### src/rtl/sobolflex_multi_pkg.sv
// rtl/sobolflex_multi_pkg.sv - shared sizing and default direction-vector helpers for sobolflex_multi
package sobolflex_multi_pkg;

    // Select/index ports keep at least one bit so a single dimension still has a legal port.
    function automatic int sel_width(input int n);
        return (n > 1) ? $clog2(n) : 1;
    endfunction

    // Van der Corput vectors: v[k] = 1 << (bitwidth-1-k).
    function automatic logic [31:0] vdc_vector(input int bitwidth, input int k);
        return 32'h1 << (bitwidth - 1 - k);
    endfunction

endpackage

### src/rtl/sobolflex_multi_lsz.sv
// rtl/sobolflex_multi_lsz.sv - least-significant-zero encoder, one-hot select plus all-ones flag
module sobolflex_multi_lsz #(
    parameter int W = 8
) (
    input  logic [W-1:0] value,
    output logic [W-1:0] onehot,
    output logic         none
);

    // Adding one ripples through the trailing ones and lands on the lowest zero.
    assign onehot = ~value & (value + 1'b1);
    assign none   = &value;

endmodule

### src/rtl/sobolflex_multi.sv
// rtl/sobolflex_multi.sv - multi-dimensional Sobol point generator with runtime direction vectors
module sobolflex_multi
    import sobolflex_multi_pkg::*;
#(
    parameter  int BITWIDTH = 8,
    parameter  int NUMDIM   = 2,
    localparam int DIM_W    = sel_width(NUMDIM),
    localparam int IDX_W    = sel_width(BITWIDTH)
) (
    input  logic                       iClk,
    input  logic                       iRst,
    input  logic                       iEn,
    input  logic                       iClr,
    input  logic                       iReady,
    input  logic                       iDirWe,
    input  logic [DIM_W-1:0]           iDirDim,
    input  logic [IDX_W-1:0]           iDirIdx,
    input  logic [BITWIDTH-1:0]        iDirData,
    output logic                       oValid,
    output logic [NUMDIM*BITWIDTH-1:0] oRand,
    output logic [BITWIDTH-1:0]        oIdx,
    output logic                       oWrap
);

    logic [BITWIDTH-1:0]        vec [NUMDIM][BITWIDTH];
    logic [BITWIDTH-1:0]        sel;
    logic                       idx_full;
    logic [NUMDIM*BITWIDTH-1:0] step;
    logic                       advance;
    logic                       dim_ok;
    logic                       idx_ok;
    logic [DIM_W-1:0]           dim_sel;

    sobolflex_multi_lsz #(.W(BITWIDTH)) u_lsz (
        .value  (oIdx),
        .onehot (sel),
        .none   (idx_full)
    );

    assign advance = oValid & iReady;
    assign dim_ok  = (NUMDIM == 1) || (int'(iDirDim) < NUMDIM);
    assign idx_ok  = int'(iDirIdx) < BITWIDTH;
    assign dim_sel = (NUMDIM == 1) ? '0 : iDirDim;

    always_ff @(posedge iClk) begin
        if (iRst) begin
            for (int d = 0; d < NUMDIM; d++)
                for (int k = 0; k < BITWIDTH; k++)
                    vec[d][k] <= BITWIDTH'(vdc_vector(BITWIDTH, k));
        end else if (iDirWe && dim_ok && idx_ok) begin
            vec[dim_sel][iDirIdx] <= iDirData;
        end
    end

    // One-hot AND-OR select of v[d][c]; reads the registered bank, so a same-edge write is not seen.
    always_comb begin
        step = '0;
        for (int d = 0; d < NUMDIM; d++)
            for (int k = 0; k < BITWIDTH; k++)
                step[d*BITWIDTH +: BITWIDTH] = step[d*BITWIDTH +: BITWIDTH]
                                             | (vec[d][k] & {BITWIDTH{sel[k]}});
    end

    always_ff @(posedge iClk) begin
        if (iRst) begin
            oValid <= 1'b0;
            oRand  <= '0;
            oIdx   <= '0;
            oWrap  <= 1'b0;
        end else begin
            oValid <= iEn & ~iClr;
            oWrap  <= 1'b0;
            if (iClr) begin
                oRand <= '0;
                oIdx  <= '0;
            end else if (advance) begin
                if (idx_full) begin
                    oRand <= '0;
                    oIdx  <= '0;
                    oWrap <= 1'b1;
                end else begin
                    oRand <= oRand ^ step;
                    oIdx  <= oIdx + 1'b1;
                end
            end
        end
    end

endmodule

### config.mk
export PLATFORM = sky130hd
export DESIGN_NAME = sobolflex_multi
export DESIGN_NICKNAME = d
export VERILOG_FILES = /design/src/rtl/sobolflex_multi_pkg.sv /design/src/rtl/sobolflex_multi_lsz.sv /design/src/rtl/sobolflex_multi.sv
export SDC_FILE = /design/constraint.sdc
export NUM_CORES = 1
export LEC_CHECK = 0
export ABC_AREA = 1
export CORE_ASPECT_RATIO = 0.5
export CORE_MARGIN = 10
export CORE_UTILIZATION = 59
export CTS_BUF_LIST = sky130_fd_sc_hd__clkbuf_16
export DETAILED_ROUTE_END_ITERATION = 16
export PLACE_DENSITY = 0.8
export SETUP_SLACK_MARGIN = 0.4
export SYNTH_ARGS = -nofsm -noshare
export SYNTH_HDL_FRONTEND = slang
export SYNTH_HIERARCHICAL = 1
export SYNTH_SLANG_ARGS = --single-unit
### constraint.sdc
create_clock -name iClk -period 2 [get_ports iClk]
set_input_delay 0.2 -clock iClk [delete_from_list [all_inputs] [get_ports iClk]]
set_output_delay 0.2 -clock iClk [all_outputs]
set_load 0.005 [all_outputs]
Word-level counts from Yosys, hierarchy flattened
Memories as Yosys holds them, arrays and structs flattened.
Index checks and enable logic that the tools add are counted.
Widths: inputs -> output; s select.
{"block": "op_classes", "addsub": 1, "magnitude_cmp": 2, "n_mux": 13, "bitwise": 38, "reduce_logical": 5}
{"op": "$mux 64", "n": 3}
{"op": "$and 8x8->8", "n": 17}
{"op": "$or 8x8->8", "n": 14}
{"op": "$reduce_or 64->1", "n": 1}
{"op": "$demux 8 s3", "n": 1}
{"op": "$mux 16", "n": 1}
{"op": "$mux 8", "n": 2}
{"op": "$xor 16x16->16", "n": 1}
{"op": "$add 8x1->8 const B", "n": 1}
{"op": "$not 8->8", "n": 1}
{"op": "$reduce_and 8->1", "n": 1}
{"op": "$mux 1", "n": 6}
{"op": "$ge 4x4->1 const B", "n": 1}
{"op": "$lt 4x1->1 const B", "n": 1}
{"op": "$not 3->4", "n": 1}
{"op": "$reduce_or 3->1", "n": 1}
{"op": "$and 1x1->1", "n": 2}
{"op": "$not 1->1", "n": 2}
{"op": "$reduce_or 2->1", "n": 1}
{"op": "$logic_and 1x1->1", "n": 1}
{"block": "totals", "ff_bits": 26, "mem_bits_rw": 128, "in_bits": 18, "n_memories": 1}
{"memory": "vec", "words": 2, "width": 64, "rd": 2, "rd_clocked_by_memory_dff": 0, "wr": 2, "line": "sobolflex_multi.sv:25", "rtl": "logic [BITWIDTH-1:0] vec [NUMDIM][BITWIDTH];"}

Logic depth before layout (Yosys ltp)
Gate-level depths: netlist of the first run.
{"block": "logic_depth", "ltp_word": 12, "ltp_mapped": 13, "depth_no_buf": 11}

Modules after synthesis
The synthesis of the first run kept the hierarchy.
{"module": "sobolflex_multi", "n_inst": 1, "cells_per_inst": 693, "area_per_inst_um2": 6575.1, "seq_area_each_um2": 4364.2}
{"module": "sobolflex_multi_lsz", "n_inst": 1, "cells_per_inst": 18, "area_per_inst_um2": 81.3, "seq_area_each_um2": 0.0}

Least setup slack after synthesis of the first run
Ideal clock, no wire load.
{"block": "synth_timing", "kind": "reg-to-reg", "start": "register oIdx[1]", "end": "register oRand[10]", "t_arrival_ns": 1.522, "path_slack_ns": 0.363, "stages_incl_launch_ff": 14, "period_less_slack_ns": 1.637, "path_cell_list": "dfxtp_1 > nand2_2 > nor2_2 > nand2_1 > nor2_1 > clkbuf_1 > buf_2 > nand2_1 > nand2_1 > nor2_1 > nand2_1 > nand3_1 > nand2_1 > nor2_1"}
{"item": "start: declaration", "line": "sobolflex_multi.sv:21", "rtl": "output logic [BITWIDTH-1:0] oIdx,"}
{"item": "start signal: assignment", "line": "sobolflex_multi.sv:83", "rtl": "oIdx <= oIdx + 1'b1;"}
{"item": "$add 8x1->8", "line": "sobolflex_multi_lsz.sv:11", "rtl": "assign onehot = ~value & (value + 1'b1);"}
{"item": "$and 8x8->8", "line": "sobolflex_multi_lsz.sv:11"}
{"item": "net sel[7]", "line": "sobolflex_multi.sv:26", "rtl": "logic [BITWIDTH-1:0] sel;"}
{"item": "$and 8x8->8", "line": "sobolflex_multi.sv:61", "rtl": "| (vec[d][k] & {BITWIDTH{sel[k]}});"}
{"item": "$or 8x8->8", "line": "sobolflex_multi.sv:61"}
{"item": "$xor 16x16->16", "line": "sobolflex_multi.sv:82", "rtl": "oRand <= oRand ^ step;"}
{"item": "$mux 16", "line": "sobolflex_multi.sv:77", "rtl": "if (idx_full) begin"}
{"item": "end signal: assignment", "line": "sobolflex_multi.sv:82"}
{"item": "end: declaration", "line": "sobolflex_multi.sv:20", "rtl": "output logic [NUMDIM*BITWIDTH-1:0] oRand,"}
The timed path passes the listed nets, and every way through them passes these cells.
A chain may end at the register's enable or synchronous reset.

Worst setup path after layout of the first run
{"block": "layout_timing", "start": "register oIdx[2]", "end": "register oRand[1]"}
The elaborated chain is that of the path after synthesis.

==> flow_metrics.py, run 1 <==
metrics = {
    "setup_path": {
        "critical_path_class": "reg2reg",
        "worst_path_max_delay_cell": "dfxtp_4",
        "cp.required_ps": 2310,
        "cp_slowest_stage_delay_ps": 380,
        "buf_inv_stages_crit_path": 1,
        "cp.arrival_ps": 2000,
        "worst-path-max-fanout": 8,
        "setup.worst_path.end_class": "register",
        "worstSetupStartpointType": "register",
        "path_cells": "nand2_4 > nor2_4 > nand2_2 > nor2_4 > buf_6 > nand2_1 > nand2_1 > nor2_1 > nand2_1 > nand3_1 > nand2_1 > nor2_1",
        "crit_path_frequent_cell": "nand2_1",
        "family_of_cells_with_the_greatest_summed_delay_on_the_critical_path": "simple AND/OR/NAND/NOR gates",
    },
    "synth": {
        "synthesized_area_sq_um": 6660,
        "yosys_register_bits": 154,
        "synth.net_count": 730,
        "synth_seq_area_share_pct": 65.6,
        "syn-instance-count": 711,
        "synth-main-ff-cell": "edfxtp_1",
        "count_of_distinct_cell_types_in_the_synthesized_netlist": 27,
        "post_synth.cell_area_avg_sq_um": 9.36,
        "synthArstFlopShare_pct": 0,
        "synth.yosys.warnings": 6,
        "synth-edff-count": 128,
    },
    "clock_tree": {
        "cts_max_path_buffers": 2,
        "cts_root_buf": "clkbuf_16",
        "cts_hold_buffers": 0,
        "clk_pin_slew_worst_paths_ps": 60,
        "cts_max_level": 4,
        "cts_buffers": 17,
        "cts_tree": "built",
        "clkLatencyLatePin_ps": 430,
        "clock_sinks": 154,
    },
    "floorplanning": {
        "initial_core_util_pct": 60.4,
        "rows": 27,
        "num_io_pins": 44,
        "die_area_sq_um": 16200,
        "die-height_microns": 95.1,
        "die_x_microns": 170,
        "placeableCoreArea_sq_um": 11000,
    },
    "route": {
        "dr.pass1.iters": 6,
        "initialDrtViolationCount": 972,
        "detail_route.drc_violations": 0,
        "total_wire_length_mm": 18.3,
        "num_vias": 5454,
        "routed_wire_length_per_instance_microns": 18.9,
        "via_per_inst": 5.63,
        "antenna_violating_nets_post_route": 0,
    },
    "flow_run": {
        "number_of_violations_of_the_max_capacitance_limit": 0,
    },
    "power_and_ir_drop": {
        "power.share.combinational_pct": 5.5,
        "power_after_layout_mw": 7.36,
        "ir_drop_mv": 0.604,
        "power.leakage_nw": 3.48,
        "net_switching_fraction_of_the_power_pct": 23.1,
        "cellPowerDensity_nw_per_um2": 871,
        "switchingPower_mw": 1.70,
        "cellInternalPower_mw": 5.66,
        "seq_power_share_pct": 50.7,
        "pwr-share-clk_pct": 43.8,
    },
    "layout": {
        "layout_commonest_cell": "nand2_1",
        "finish.net_count": 830,
        "most-common-layout-cells": "234 x nand2_1, 142 x nor2_1, 128 x edfxtp_1, 50 x buf_4, 40 x clkdlybuf4s50_1",
        "final_layout_size_suffix_gt1_share_pct": 20.0,
        "antenna_cells": 0,
        "final_area_sq_um": 8450,
        "areaGrowthSynthToFinish_pct": 27.0,
    },
    "placed_design": {
        "dp_hpwl_mm": 11.8,
        "gp_congestion": 0.927,
        "placed_area_sq_um": 7540,
        "portBuffers": 43,
        "dpl_worst_slack_ps": 47.4,
    },
    "sta": {
        "tightest_slew_ps": 678,
        "timing_hold_violations_final": 0,
        "slew_violations": 0,
        "finalSetupViolations": 0,
        "grt_setup_unrepaired": "true",
        "worst_slew_margin_rel_pct": 54.7,
        "maxClockFrequency_ghz": 0.591,
        "fin_skew_ps": 9.40,
        "setup_slack_ps": 307,
        "fin_hold_ws_ps": 294,
        "min_period_over_period_pct": 84.7,
        "fin_setup_tns_ps": 0,
        "final_period_minus_worst_setup_slack_ps": 1690,
    },
    "grt": {
        "vias_in_the_first_global_route": 5097,
        "grt_first_pass_wirelength_mm": 27.0,
        "antenna_found_initial": 0,
        "maximum_number_of_pins_on_one_net_before_global_route_repair": 21,
        "grt_ovf": 0,
        "groute.usage.overall_pct": 22.3,
    },
    "min_path": {
        "min-delay-path-class": "in2reg",
    },
    "outcome": {
        "run_status": "finished clean",
    },
}
-- cell type report --
| type | count | area, sq um |
|---|---|---|
| clock buffer | 17 | 425 |
| clock inverter | 15 | 165 |
| fill | 629 | 2560 |
| inverter | 40 | 153 |
| multi-input combinational | 493 | 2180 |
| sequential | 154 | 4380 |
| tap | 145 | 181 |
| timing repair buffer | 105 | 958 |
-- power by group through the flow --
| stage | Clock (mW) | Sequential (mW) | Combinational (mW) |
|---|---|---|---|
| finish | 3.23 | 3.73 | 0.405 |
| CTS | 3.21 | 3.73 | 0.384 |
| detailed placement | 0 | 3.80 | 0.376 |
| global route | 3.34 | 3.74 | 0.433 |
| global placement | 0 | 3.79 | 0.367 |
| floorplan | 0 | 3.78 | 0.185 |
-- registers in the layout (all words and copies together), names as in the netlist --
name,count
oRand,16
oValid,1
oIdx,8
oWrap,1
vec,128
-- worst reg2reg max path, stage by stage, from the launching register on --
cell and delay, ps:
dfxtp_4 380, nand2_4 70, nor2_4 130, nand2_2 100, nor2_4 160, buf_6 180, nand2_1 80, nand2_1 90
nor2_1 40, nand2_1 120, nand3_1 100, nand2_1 90, nor2_1 50
-- cells in the mapped netlist, types with 4 or more instances --
cell type / number / area share, %
a21oi_1: 19 / 1.4
buf_2: 10 / 0.75
clkbuf_1: 7 / 0.39
clkbuf_2: 4 / 0.30
clkinv_1: 8 / 0.45
dfxtp_1: 26 / 7.8
edfxtp_1: 128 / 58
inv_1: 29 / 1.6
nand2_1: 261 / 15
nand2_4: 6 / 1.0
nand3_1: 26 / 2.0
nor2_1: 159 / 9.0
nor3_1: 6 / 0.45
-- timing repair --
| action | in CTS | in global routing |
|---|---|---|
| setup endpoints to repair | 22 | 89 |
| cloned | 2 | 1 |
| pin swaps | 13 | 22 |
| setup buffers | 7 | 3 |
| resized for setup | 37 | 47 |
-- cells by family (layout without fill, tap and decap cells) --
| logic type | Yosys count | in the layout | synth area share [%] |
|---|---|---|---|
| buffers and inverters | 64 | 177 | 4.19 |
| AO/OA/AOI/OAI | 23 | 23 | 1.73 |
| AND/OR/NAND/NOR | 469 | 469 | 28.3 |
| adder cells (fa/ha/maj) | 1 | 1 | 0.188 |
| flip-flops | 154 | 154 | 65.6 |
-- metal layers --
layer  track usage (%)  vias up  wire length, microns
met1              28.0     2564                  7140
li1                  -     2492                     -
met2              34.4      352                  8380
met5                 0        -                     0
met4              11.1        0                   529
met3              7.42       46                  2290
-- worst paths after layout --
path	from	endpoint	slack [ps]	cells after the start
min	iEn	oValid	290	3
max	oIdx[2]	oRand[1]	310	12
max reg2reg	oIdx[2]	oRand[1]	310	12
min reg2reg	oIdx[6]	oIdx[6]	510	2
-- through the flow --
| step | util (%) | cells |
|---|---|---|
| after floorplan | - | 711 |
| after global placement | 68.5 | 924 |
| after detailed placement | 68.5 | 924 |
| after CTS | 75.2 | 965 |
| after global routing | 76.7 | 969 |
| final | 76.7 | 969 |
No activity file was read; power rests on OpenSTA's default activity.
==> run 2: changes to the inputs <==
==> constraint.sdc (replaced) <==
create_clock -name iClk -period 1.75 [get_ports iClk]
set_input_delay 0.175 -clock iClk [delete_from_list [all_inputs] [get_ports iClk]]
set_output_delay 0.175 -clock iClk [all_outputs]
set_load 0.005 [all_outputs]
==> flow_metrics.py, run 2 (synthesized netlist as in run 1, its figures left out) <==
metrics = {
    "placed_design": {
        "dp_hpwl_mm": 12.4,
        "placed_area_sq_um": 7790,
        "gp_congestion": 0.876,
        "portBuffers": 43,
        "place_inst": 946,
    },
    "layout": {
        "nFillCells": 547,
        "largest_register": "vec",
        "multi_input_gate_area_in_the_final_layout_sq_um": 2370,
        "final_area_sq_um": 8950,
        "area_of_all_sequential_standard_cells_sq_um": 4400,
        "final_layout_size_suffix_gt1_share_pct": 30.0,
        "areaGrowthSynthToFinish_pct": 34.5,
        "final-instance-count-excl-fill": 996,
        "biggestRegsByFlops": "vec (128), oRand (16), oIdx (8)",
        "antenna_cells": 0,
        "layout_commonest_cell": "nand2_1",
        "most-common-layout-cells": "203 x nand2_1, 136 x nor2_1, 128 x edfxtp_1, 70 x buf_4, 56 x nand2_2",
        "largest_reg_flops": 128,
        "finish.net_count": 857,
    },
    "grt": {
        "maximum_number_of_pins_on_one_net_before_global_route_repair": 19,
        "groute.layer.met1.usage_pct": 29.5,
        "vias_in_the_first_global_route": 5426,
        "grt_first_pass_wirelength_mm": 29.7,
        "global_route.usage.met3_pct": 7.42,
        "global_route_layer_with_the_greatest_usage": "met2",
        "groute.usage.overall_pct": 24.2,
        "gr_layer_usage_met2_pct": 39.8,
        "grt_ovf": 0,
        "antenna_found_initial": 0,
    },
    "floorplanning": {
        "die-height_microns": 95.1,
        "num_io_pins": 44,
        "rows": 27,
        "initial_core_util_pct": 60.4,
        "placeableCoreArea_sq_um": 11000,
        "die_area_sq_um": 16200,
        "die_x_microns": 170,
    },
    "power_and_ir_drop": {
        "ir_drop_mv": 0.534,
        "cellPowerDensity_nw_per_um2": 977,
        "power.leakage_nw": 3.83,
        "power_after_layout_mw": 8.74,
    },
    "setup_path": {
        "cp.required_ps": 2100,
        "worstSetupStartpointType": "register",
        "worst-path-max-fanout": 8,
        "cp.arrival_ps": 2130,
        "critical_path_class": "reg2reg",
        "setup.worst_path.end_class": "register",
    },
    "sta": {
        "min_period_over_period_pct": 102,
        "fin_hold_ws_ps": 290,
        "grt_setup_unrepaired": "true",
        "fin_skew_ps": 11.4,
        "timing_hold_violations_final": 0,
        "slew_violations": 0,
        "setup_slack_ps": -30.9,
        "fin_setup_tns_ps": -30.9,
        "tightest_slew_ps": 496,
        "final_period_minus_worst_setup_slack_ps": 1780,
        "worst_slew_margin_rel_pct": 66.8,
        "maxClockFrequency_ghz": 0.562,
        "finalSetupViolations": 1,
    },
    "route": {
        "detail_route.drc_violations": 0,
        "initialDrtViolationCount": 970,
        "antenna_violating_nets_post_route": 0,
        "dr.pass1.iters": 6,
        "total_wire_length_mm": 20.8,
        "num_vias": 5852,
        "via_per_inst": 5.88,
        "routed_wire_length_per_instance_microns": 20.9,
    },
    "clock_tree": {
        "cts_hold_buffers": 0,
        "cts_tree": "built",
        "cts_root_buf": "clkbuf_16",
        "clock_sinks": 154,
        "cts_max_path_buffers": 2,
        "cts_max_level": 4,
        "cts_buffers": 17,
        "clkLatencyLatePin_ps": 430,
        "clk_pin_slew_worst_paths_ps": 60,
    },
    "outcome": {
        "run_status": "complete, but fails checks",
        "failed_checks": "negative setup slack",
    },
    "min_path": {
        "min-delay-path-class": "in2reg",
    },
    "flow_run": {
        "number_of_violations_of_the_max_capacitance_limit": 0,
    },
}
[run 2: what timing repair did]
| item | CTS | global route |
|---|---|---|
| cloned | 4 | 1 |
| pin swaps | 29 | 38 |
| gates resized for setup | 105 | 73 |
| hold endpoints to repair | 0 | 0 |
| endpoints found under the setup margin | 130 | 85 |
| buffers inserted | 9 | 4 |
[run 2: area by class of cell]
type | instances | area share, %
multi-input cells | 493 | 26.4
clock buffers | 17 | 4.75
inverters | 40 | 1.71
flip-flops and latches | 154 | 49.1
clock inverters | 15 | 2.19
repair buffers | 132 | 13.8
well taps | 145 | 2.03
[run 2: critical path, stage by stage, from the launching register on]
cell       delay (ps)
dfxtp_4           370
nand2_4            60
nor2_4            160
nand2_4           110
nor2_4            200
clkbuf_16         220
nand2_2            60
nand2_2            80
nor2_2             50
nand2_2           110
a21oi_1           100
nor2_1            170
[run 2: final timing paths]
| check | start | to | slack [ps] | cells after the start |
|---|---|---|---|---|
| worst max-delay path | oIdx[2] | oRand[1] | -30 | 11 |
| worst min-delay path | iEn | oValid | 290 | 3 |
| worst max register to register | oIdx[2] | oRand[1] | -30 | 11 |
| worst min register to register | oRand[6] | oRand[6] | 500 | 2 |
[run 2: layer usage]
layer / part of all wire [%] / vias up
met5: 0 / -
met1: 37 / 2778
met2: 47 / 452
met3: 12 / 74
li1: - / 2548
met4: 3.6 / 0
[run 2: where the power goes]
part,internal [mW],total [mW],switching (mW)
clock,2.39,3.93,1.54
sequential,4.19,4.28,0.0849
combinational,0.193,0.535,0.343
total,6.78,8.74,1.97
[run 2: stage by stage]
| stage | utilization (%) | setup slack [ps] |
|---|---|---|
| 4_1_cts | 78.9 | 150 |
| 6_report | 81.3 | -30.9 |
| 3_5_place_dp | 70.7 | -103 |
| 5_1_grt | 81.3 | -73.7 |
| 3_3_place_gp | 70.7 | -81.7 |
| 2_1_floorplan | - | 323 |
==> run 3: changes to the inputs <==
--- a/config.mk
+++ b/config.mk
@@ -6,12 +6,15 @@
 export NUM_CORES = 1
 export LEC_CHECK = 0
 export ABC_AREA = 1
+export CELL_PAD_IN_SITES_DETAIL_PLACEMENT = 0
+export CELL_PAD_IN_SITES_GLOBAL_PLACEMENT = 2
 export CORE_ASPECT_RATIO = 0.5
 export CORE_MARGIN = 10
-export CORE_UTILIZATION = 59
+export CORE_UTILIZATION = 37
 export CTS_BUF_LIST = sky130_fd_sc_hd__clkbuf_16
 export DETAILED_ROUTE_END_ITERATION = 16
-export PLACE_DENSITY = 0.8
+export GPL_TIMING_DRIVEN = 1
+export PLACE_DENSITY_LB_ADDON = 0.1
 export SETUP_SLACK_MARGIN = 0.4
 export SYNTH_ARGS = -nofsm -noshare
 export SYNTH_HDL_FRONTEND = slang
==> flow_metrics.py, run 3 (synthesized netlist as in run 1, its figures left out) <==
metrics = {
    "setup_path": {
        "reg2reg_slack_ps": 110,
        "timing.critical_path.from": "oIdx[0]",
        "cp_slowest_stage_delay_ps": 370,
        "worst-path-max-fanout": 12,
        "worstSetupStartpointType": "register",
        "critical_path_class": "reg2reg",
        "setup.worst_path.end": "oRand[10]",
        "cp.required_ps": 2060,
        "r2r_start": "oIdx[0]",
        "setup.worst_path.end_class": "register",
        "path_cells": "nand2_4 > nor2_4 > nand2_1 > nor2_1 > buf_6 > buf_4 > nand2_1 > nand2_1 > nor2_1 > nand2_1 > nand3_1 > nand2_1 > nor2_1",
        "crit_path_frequent_cell": "nand2_1",
        "cp.arrival_ps": 1950,
        "path_depth_of_the_worst_reg2reg_path": 13,
        "regToRegEndpoint": "oRand[10]",
        "worst_path_max_delay_cell": "dfxtp_4",
    },
    "floorplanning": {
        "num_io_pins": 44,
        "placeableCoreArea_sq_um": 17500,
        "die-height_microns": 115,
        "rows": 34,
        "die_x_microns": 210,
        "die_area_sq_um": 24100,
        "initial_core_util_pct": 38.0,
    },
    "power_and_ir_drop": {
        "power.share.combinational_pct": 6.6,
        "switchingPower_mw": 2.01,
        "cellPowerDensity_nw_per_um2": 915,
        "net_switching_fraction_of_the_power_pct": 24.4,
        "ir_drop_mv": 0.591,
        "cellInternalPower_mw": 6.24,
        "pwr-share-clk_pct": 41.8,
        "seq_power_share_pct": 51.6,
        "power.leakage_nw": 3.86,
    },
    "sta": {
        "fin_setup_tns_ps": 0,
        "worst_slew_margin_rel_pct": 82.2,
        "maxClockFrequency_ghz": 0.609,
        "tightest_slew_ps": 267,
        "grt_setup_unrepaired": "true",
        "finalSetupViolations": 0,
        "final_period_minus_worst_setup_slack_ps": 1640,
        "fin_skew_ps": 12.2,
        "slew_violations": 0,
        "min_period_over_period_pct": 93.8,
        "timing_hold_violations_final": 0,
    },
    "grt": {
        "grt_first_pass_wirelength_mm": 30.4,
        "grt_ovf": 0,
        "maximum_number_of_pins_on_one_net_before_global_route_repair": 19,
        "vias_in_the_first_global_route": 5020,
        "antenna_found_initial": 0,
        "groute.usage.overall_pct": 16.9,
    },
    "layout": {
        "finish.net_count": 869,
        "final-instance-count-excl-fill": 1097,
        "nFillCells": 1661,
        "antenna_cells": 0,
        "largest_register": "vec",
        "most-common-layout-cells": "221 x nand2_1, 142 x nor2_1, 128 x edfxtp_1, 77 x buf_4, 39 x nand2_2",
        "largest_reg_flops": 128,
        "areaGrowthSynthToFinish_pct": 35.5,
        "final_layout_size_suffix_gt1_share_pct": 26.3,
        "layout_commonest_cell": "nand2_1",
        "biggestRegsByFlops": "vec (128), oRand (16), oIdx (8)",
    },
    "clock_tree": {
        "clk_pin_slew_worst_paths_ps": 60,
        "cts_root_buf": "clkbuf_16",
        "cts_max_path_buffers": 2,
        "cts_buffers": 17,
        "cts_max_level": 4,
        "cts_hold_buffers": 0,
        "clkLatencyLatePin_ps": 420,
        "cts_tree": "built",
        "clock_sinks": 154,
    },
    "route": {
        "num_vias": 5159,
        "antenna_violating_nets_post_route": 0,
        "dr.pass1.iters": 5,
        "via_per_inst": 4.70,
        "detail_route.drc_violations": 0,
        "total_wire_length_mm": 19.7,
        "routed_wire_length_per_instance_microns": 18.0,
        "initialDrtViolationCount": 378,
    },
    "placed_design": {
        "portBuffers": 43,
        "dp_hpwl_mm": 14.5,
        "gp_congestion": 0.838,
        "place_inst": 1056,
    },
    "flow_run": {
        "number_of_violations_of_the_max_capacitance_limit": 0,
    },
    "min_path": {
        "min-delay-path-class": "in2reg",
    },
    "outcome": {
        "run_status": "finished clean",
    },
}
## run 3: changes by cell type in the layout (fill, tap and decap cells not counted), sizes merged
cell | before | now
buf | 87 | 101
clkdlybuf4s50 | 13 | 12
clkinvlp | 2 | 3
inv | 35 | 38
dlymetal6s2s | 3 | 4
clkbuf | 20 | 18
bufinv | 4 | 0
## run 3: critical path, delay by kind of cell, from the launching register on
| family | cells | cell delay (ps) |
|---|---|---|
| and+or+nand+nor | 11 | 820 |
| DFF | 1 | 370 |
| buffers and inverters | 2 | 330 |
## run 3: layer usage
layer  share of wire, %  global-route usage, %  wire (microns)
met1                 51                   23.9           10000
met2                 42                   24.9            8340
met3                5.5                   4.41            1080
met4                1.3                   4.72             263
met5                  0                      0               0
## run 3: cell type report
| cell class | instances | area (sq um) | area share, % |
|---|---|---|---|
| multi-input cells | 493 | 2260 | 25.0 |
| clock inverters | 15 | 120 | 1.33 |
| clock buffers | 17 | 425 | 4.72 |
| flip-flops and latches | 154 | 4390 | 48.7 |
| repair buffers | 144 | 1380 | 15.3 |
| inverters | 40 | 153 | 1.69 |
| well taps | 234 | 293 | 3.25 |
## run 3: power groups by stage
| stage | Combinational (mW) | Sequential (mW) | Clock, mW |
|---|---|---|---|
| detailed placement | 0.527 | 4.34 | 0 |
| CTS | 0.535 | 4.26 | 3.51 |
| floorplan | 0.213 | 4.31 | 0 |
| global route | 0.591 | 4.28 | 3.69 |
| global placement | 0.521 | 4.34 | 0 |
| finish | 0.542 | 4.26 | 3.45 |
## run 3: how the worst min path moves through the flow
stage | startpoint | end | slack [ps] | depth (start not counted)
after global routing | iEn | oValid | 310 | 3
after floorplan | iEn | oValid | 290 | 2
after CTS | iEn | oValid | 280 | 3
after detailed placement | oIdx[6] | oIdx[6] | 470 | 2
final | iEn | oValid | 290 | 3
after global placement | oIdx[6] | oIdx[6] | 470 | 2
## run 3: stage by stage
stage	hold slack (ps)	setup slack, ps	utilization (%)	total power [mW]	cell area (sq um)
5_1_grt	306	-10.9	51.5	8.56	9020
4_1_cts	284	83.3	50.7	8.31	8890
3_5_place_dp	468	-124	46.3	4.87	8120
2_1_floorplan	287	323	-	4.53	6720
3_3_place_gp	469	-138	46.3	4.86	8120
6_report	292	109	51.5	8.25	9020
## run 3: repair_timing
item / 4_1_cts / 5_1_grt
resized for setup: 108 / 30
cloned: 1 / 0
pin swaps: 26 / 16
setup buffers: 4 / 4
endpoints found under the setup margin: 95 / 123
